### src/rtl/csa_pkg.sv
// rtl/csa_pkg.sv - shared defaults, block-count helper and stage control payload for csa_pipe_adder
package csa_pkg;

    localparam int CSA_WIDTH_DEF = 64;
    localparam int CSA_BLK_W_DEF = 16;

    function automatic int nblk(input int width, input int blk_w);
        return width / blk_w;
    endfunction

    // Control half of a stage payload; resolved sum and remaining operands live in per-stage data registers
    typedef struct packed {
        logic valid;
        logic carry;
    } csa_ctrl_t;

endpackage

### src/rtl/csa_block.sv
// rtl/csa_block.sv - BLK_W-bit dual ripple adder (carry-in 0 and 1) with carry-select mux
module csa_block #(
    parameter int BLK_W = 16
) (
    input  logic [BLK_W-1:0] a,
    input  logic [BLK_W-1:0] b,
    input  logic             csel,
    output logic [BLK_W-1:0] s,
    output logic             co,
    output logic             c_msb_in
);

    logic [BLK_W:0]   c0;
    logic [BLK_W:0]   c1;
    logic [BLK_W-1:0] s0;
    logic [BLK_W-1:0] s1;

    always_comb begin
        c0    = '0;
        c1    = '0;
        s0    = '0;
        s1    = '0;
        c1[0] = 1'b1;
        for (int i = 0; i < BLK_W; i++) begin
            s0[i]   = a[i] ^ b[i] ^ c0[i];
            c0[i+1] = (a[i] & b[i]) | (c0[i] & (a[i] ^ b[i]));
            s1[i]   = a[i] ^ b[i] ^ c1[i];
            c1[i+1] = (a[i] & b[i]) | (c1[i] & (a[i] ^ b[i]));
        end
    end

    assign s        = csel ? s1 : s0;
    assign co       = csel ? c1[BLK_W] : c0[BLK_W];
    assign c_msb_in = csel ? c1[BLK_W-1] : c0[BLK_W-1];

endmodule

### src/rtl/csa_pipe_adder.sv
// rtl/csa_pipe_adder.sv - pipelined carry-select adder, one stage per block, valid/ready on both sides
// Optional signed-overflow output ovf when CSA_OVF_EN is defined.
module csa_pipe_adder
    import csa_pkg::*;
#(
    parameter int WIDTH = CSA_WIDTH_DEF,
    parameter int BLK_W = CSA_BLK_W_DEF
) (
    input  logic             clk,
    input  logic             rst,
    input  logic             in_valid,
    output logic             in_ready,
    input  logic [WIDTH-1:0] a,
    input  logic [WIDTH-1:0] b,
    input  logic             cin,
    output logic             out_valid,
    input  logic             out_ready,
    output logic [WIDTH-1:0] sum,
`ifdef CSA_OVF_EN
    output logic             ovf,
`endif
    output logic             cout
);

    localparam int NBLK = nblk(WIDTH, BLK_W);

    if (BLK_W < 1 || WIDTH % BLK_W != 0) begin : g_bad_cfg
        $error("csa_pipe_adder: WIDTH must be a non-zero multiple of BLK_W");
    end

    csa_ctrl_t        ctl_q  [NBLK];
    csa_ctrl_t        ctl_in [NBLK];
    logic [WIDTH-1:0] a_q    [NBLK];
    logic [WIDTH-1:0] b_q    [NBLK];
    logic [WIDTH-1:0] s_q    [NBLK];
    logic [WIDTH-1:0] a_in   [NBLK];
    logic [WIDTH-1:0] b_in   [NBLK];
    logic [WIDTH-1:0] s_in   [NBLK];
    logic [BLK_W-1:0] blk_s  [NBLK];
    logic             blk_co [NBLK];
    logic             blk_cm [NBLK];
    logic             advance;

    assign advance   = !ctl_q[NBLK-1].valid || out_ready;
    assign in_ready  = advance;
    assign out_valid = ctl_q[NBLK-1].valid;
    assign sum       = s_q[NBLK-1];
    assign cout      = ctl_q[NBLK-1].carry;

    // Operands shift down one block per stage so every stage adds the low BLK_W bits
    always_comb begin
        a_in[0]         = a;
        b_in[0]         = b;
        s_in[0]         = '0;
        ctl_in[0].valid = in_valid;
        ctl_in[0].carry = cin;
        for (int k = 1; k < NBLK; k++) begin
            a_in[k]   = a_q[k-1];
            b_in[k]   = b_q[k-1];
            s_in[k]   = s_q[k-1];
            ctl_in[k] = ctl_q[k-1];
        end
    end

    for (genvar k = 0; k < NBLK; k++) begin : g_blk
        csa_block #(.BLK_W(BLK_W)) u_blk (
            .a        (a_in[k][BLK_W-1:0]),
            .b        (b_in[k][BLK_W-1:0]),
            .csel     (ctl_in[k].carry),
            .s        (blk_s[k]),
            .co       (blk_co[k]),
            .c_msb_in (blk_cm[k])
        );
    end

    // Resolved block sums enter at the top and shift down, so block 0 lands in the LSBs at the end
    always_ff @(posedge clk) begin
        if (rst) begin
            for (int k = 0; k < NBLK; k++) begin
                ctl_q[k] <= '0;
                a_q[k]   <= '0;
                b_q[k]   <= '0;
                s_q[k]   <= '0;
            end
        end else if (advance) begin
            for (int k = 0; k < NBLK; k++) begin
                ctl_q[k].valid <= ctl_in[k].valid;
                if (ctl_in[k].valid) begin
                    ctl_q[k].carry <= blk_co[k];
                    a_q[k]         <= a_in[k] >> BLK_W;
                    b_q[k]         <= b_in[k] >> BLK_W;
                    s_q[k]         <= (s_in[k] >> BLK_W) | (WIDTH'(blk_s[k]) << (WIDTH - BLK_W));
                end
            end
        end
    end

`ifdef CSA_OVF_EN
    logic ovf_q;

    always_ff @(posedge clk) begin
        if (rst) begin
            ovf_q <= 1'b0;
        end else if (advance && ctl_in[NBLK-1].valid) begin
            ovf_q <= blk_cm[NBLK-1] ^ blk_co[NBLK-1];
        end
    end

    assign ovf = ovf_q;
`else
    logic unused_cm_tap;

    always_comb begin
        unused_cm_tap = 1'b0;
        for (int k = 0; k < NBLK; k++) begin
            unused_cm_tap = unused_cm_tap ^ blk_cm[k];
        end
    end
`endif

endmodule
### config.mk
export PLATFORM = sky130hd
export DESIGN_NAME = csa_pipe_adder
export DESIGN_NICKNAME = d
export VERILOG_FILES = /design/src/rtl/csa_pkg.sv /design/src/rtl/csa_block.sv /design/src/rtl/csa_pipe_adder.sv
export SDC_FILE = /design/constraint.sdc
export NUM_CORES = 1
export LEC_CHECK = 0
export ABC_AREA = 1
export CAP_MARGIN = 20
export CELL_PAD_IN_SITES_DETAIL_PLACEMENT = 1
export CELL_PAD_IN_SITES_GLOBAL_PLACEMENT = 2
export CORE_MARGIN = 5
export CORE_UTILIZATION = 35
export CTS_CLUSTER_SIZE = 40
export DETAILED_ROUTE_END_ITERATION = 8
export PLACE_DENSITY_LB_ADDON = 0.1
export SLEW_MARGIN = 20
export SYNTH_ARGS = -nofsm -noshare
export SYNTH_HDL_FRONTEND = slang
export SYNTH_SLANG_ARGS = --single-unit
export TNS_END_PERCENT = 1
### constraint.sdc
create_clock -name clk -period 18.4 [get_ports clk]
set_input_delay 2.76 -clock clk [delete_from_list [all_inputs] [get_ports clk]]
set_output_delay 2.76 -clock clk [all_outputs]
set_load 0.01 [all_outputs]
==> impl_metrics.env <==
export IMPL_run_status="finished clean"
export IMPL_number_of_h_tree_levels=2
export IMPL_vias_per_cell=4.10
export IMPL_area_growth_pct=25.8
export IMPL_list_of_most_frequent_post_synthesis_cells="392 x inv_1, 360 x edfxtp_1, 357 x nor2_1, 60 x fa_1, 31 x buf_2"
export IMPL_slew_headroom_pct=32.6
export IMPL_dp_hpwl_um=19700
export IMPL_fill_cells=4587
export IMPL_grt_usage_pct=13.1
export IMPL_place_congestion=0.714
export IMPL_leakage_nw=8.15
export IMPL_achievable_frequency_mhz=110
export IMPL_timing_critical_path_from_type="primary input"
export IMPL_routed_wirelength_um=30600
export IMPL_grt_overflow=0
export IMPL_setup_repair_after_global_routing_missed_its_margin="no"
export IMPL_grt_first_pass_wirelength_um=48900
export IMPL_crit_path_start="a[0]"
export IMPL_tritoncts="done"
export IMPL_setup_worst_path_class="in2reg"
export IMPL_detailedRoute_firstIterationViolations=337
export IMPL_vias=8499
export IMPL_synthMostInstantiatedCell="inv_1"
export IMPL_vias_in_the_first_global_route=9023
export IMPL_cts_sinks=360
export IMPL_yosys_register_bits=360
export IMPL_postCtsResizedCells=0
export IMPL_period_minus_slack_ns=9.07
export IMPL_floorplan_initialDensity_pct=35.4
export IMPL_max_capacitance_violation_total=0
export IMPL_floorplan_die_area_mm2=0.0480
export IMPL_maximum_number_of_pins_on_one_net_before_global_route_repair=75
export IMPL_final_setup_skew_ns=0.0133
export IMPL_finalMaxSlewViolations=0
export IMPL_diodes=0
export IMPL_synth_distinct_cells=14
export IMPL_fp_dieW_um=219
export IMPL_cts_root_buffer_cell="clkbuf_16"
export IMPL_wl_per_cell_um=14.7
export IMPL_dieHeight_um=219
export IMPL_synthesis_nets=1447
export IMPL_final_setup_viol_count=0
export IMPL_drc_errors=0
export IMPL_synth_edf_count=360
export IMPL_grt_busiest_layer="met2"
export IMPL_worstSetupEndpointType="register"
export IMPL_grt_antenna_before_repair=1
export IMPL_timing_rr_start="a_q[0][48]$_SDFFCE_PN0P_"
export IMPL_use_met1_pct=16.6
export IMPL_clk_path_buf_depth=3
export IMPL_grt_util_met3_pct=3.48
export IMPL_postCtsHoldBufs=0
export IMPL_finalPower_mw=1.93
export IMPL_postSynthCellCount=1246
export IMPL_critical_path_arrival_ns=9.46
export IMPL_synth_sequential_area_ratio_pct=70.7
export IMPL_rows=76
export IMPL_netlist_area_leader_share_pct=70.7
export IMPL_synth_top_cell_by_area="edfxtp_1"
export IMPL_antenna_violating_nets_post_route=0
export IMPL_globalRouteMet2Util_pct=22.6
export IMPL_worstHoldPathType="reg2reg"
export IMPL_boundaryPins=200
export IMPL_total_power_divided_by_cell_area_mw_per_mm2=100
export IMPL_tightestPinTransition_ns=1.01
export IMPL_clock_latency_ns=0.55
export IMPL_clkTransAtPathRegs_ns=0.06
export IMPL_peakVddDrop_uv=41.6
export IMPL_worst_endpoint_required_ns=18.79
export IMPL_buffers_inserted_by_post_cts_timing_repair=0
export IMPL_avgSynthCellArea_um2=12.3
export IMPL_dominantRegCellSynth="edfxtp_1"
export IMPL_totalNegativeSetupSlack_ns=0
export IMPL_core_area_mm2=0.0432
export IMPL_yosysWarningCount=0
export IMPL_post_route_period_util_pct=49.3
export IMPL_buffer_ports_inserted=199
export IMPL_drt_first_pass_iters=4
export IMPL_top_area_cells_in_the_synthesized_netlist="edfxtp_1 71%, inv_1 9.6%, nor2_1 8.8%"
export IMPL_cts_buffers_inserted=42
export IMPL_asyncSetResetFlopFracSynth_pct=0
export IMPL_worstPathMaxFanout=2
export IMPL_start_point_of_the_worst_min_delay_path="s_q[0][116]$_SDFFCE_PN0P_"
export IMPL_report_final_hold_viol_count=0
export IMPL_post_route_cells_drive_above_1_share_pct=4.57
export IMPL_post_synth_instance_area_mm2=0.0153
export IMPL_design_final_nets=1662
sequential cells by signal (all words and copies together), names as in the netlist:
register / count
s_q: 160
ctl_q: 8
a_q: 96
b_q: 96
metal layers:
layer	wire, um	vias up
li1	-	4166
met1	13300	4148
met2	15200	144
met3	1480	39
met4	530	2
met5	13	-
final cells by class:
cell class	instances	area, um^2	area share [%]
inverters	393	1480	7.67
flip-flops and latches	360	10800	56.2
clock inverters	15	111	0.579
well taps	585	732	3.81
clock buffers	56	1170	6.07
multi-input cells	456	2870	14.9
repair buffers	208	2060	10.7
path summary, 6_finish.rpt:
path	endpoint	depth (start not counted)	slack [ns]
hold / removal	s_q[0][164]$_SDFFCE_PN0P_	2	0.54
setup / recovery	s_q[0][63]$_SDFFCE_PN0P_	23	9.33
hold reg to reg	s_q[0][164]$_SDFFCE_PN0P_	2	0.54
setup reg to reg	s_q[0][191]$_SDFFCE_PN0P_	22	11.33
worst max-delay path: stages:
cell and delay, ns:
clkdlybuf4s50_1 0.43, ha_1 0.20, nand2_1 0.06, o21ai_0 0.11
fa_1 0.39, fa_1 0.41, fa_1 0.39, fa_1 0.38
fa_1 0.39, fa_1 0.39, fa_1 0.39, fa_1 0.38
fa_1 0.38, fa_1 0.40, fa_1 0.38, inv_1 0.07
fa_1 0.16, inv_1 0.05, fa_1 0.37, fa_1 0.36
inv_1 0.08, fa_1 0.41, nor2_1 0.11
cells by family (layout without fill, tap and decap cells):
kind of cell / after synthesis / count (layout) / share of synthesized area [%]
buffers and inverters: 430 / 672 / 11.0
AO/OA/AOI/OAI: 7 / 7 / 0.229
AND/OR/NAND/NOR: 381 / 381 / 9.57
adder cells (fa/ha/maj): 68 / 68 / 8.51
flip-flops: 360 / 360 / 70.7
power by group:
group / switching (mW) / internal (mW) / leakage, nW
clock network: 0.315 / 0.469 / 0.621
logic: 0.0907 / 0.0707 / 3.68
registers: 0.0197 / 0.966 / 3.85
total: 0.426 / 1.51 / 8.15
cell usage in the layout (no fill, tap or decap):
| cell type | netlist | final |
|---|---|---|
| o21ai_4 | 0 | 3 |
| clkbuf_16 | 0 | 45 |
| nand2_1 | 19 | 18 |
| nand2_4 | 1 | 2 |
| ha_1 | 8 | 8 |
| clkinv_1 | 0 | 11 |
| clkdlybuf4s50_1 | 0 | 199 |
| edfxtp_1 | 360 | 360 |
| inv_1 | 392 | 392 |
| inv_2 | 1 | 1 |
| nand3_4 | 0 | 4 |
| clkbuf_1 | 2 | 11 |
| fa_1 | 60 | 60 |
| bufinv_16 | 0 | 2 |
| clkinv_2 | 0 | 2 |
| nor2_1 | 357 | 357 |
| buf_4 | 2 | 9 |
| o21ai_0 | 7 | 4 |
stage by stage:
step           worst slack (ns)  instances  hold slack [ns]  instance area (um^2)  util (%)
6_report                   9.33       2073            0.539                 19200      44.5
4_1_cts                    9.28       2073            0.542                 19200      44.5
5_1_grt                    9.03       2073            0.557                 19200      44.5
3_5_place_dp               8.68       2002            0.535                 17900      41.6
3_3_place_gp               8.77       2002            0.521                 17900      41.6
2_1_floorplan              6.94       1246            0.519                 15300         -
No activity file was read; power rests on OpenSTA's default activity.
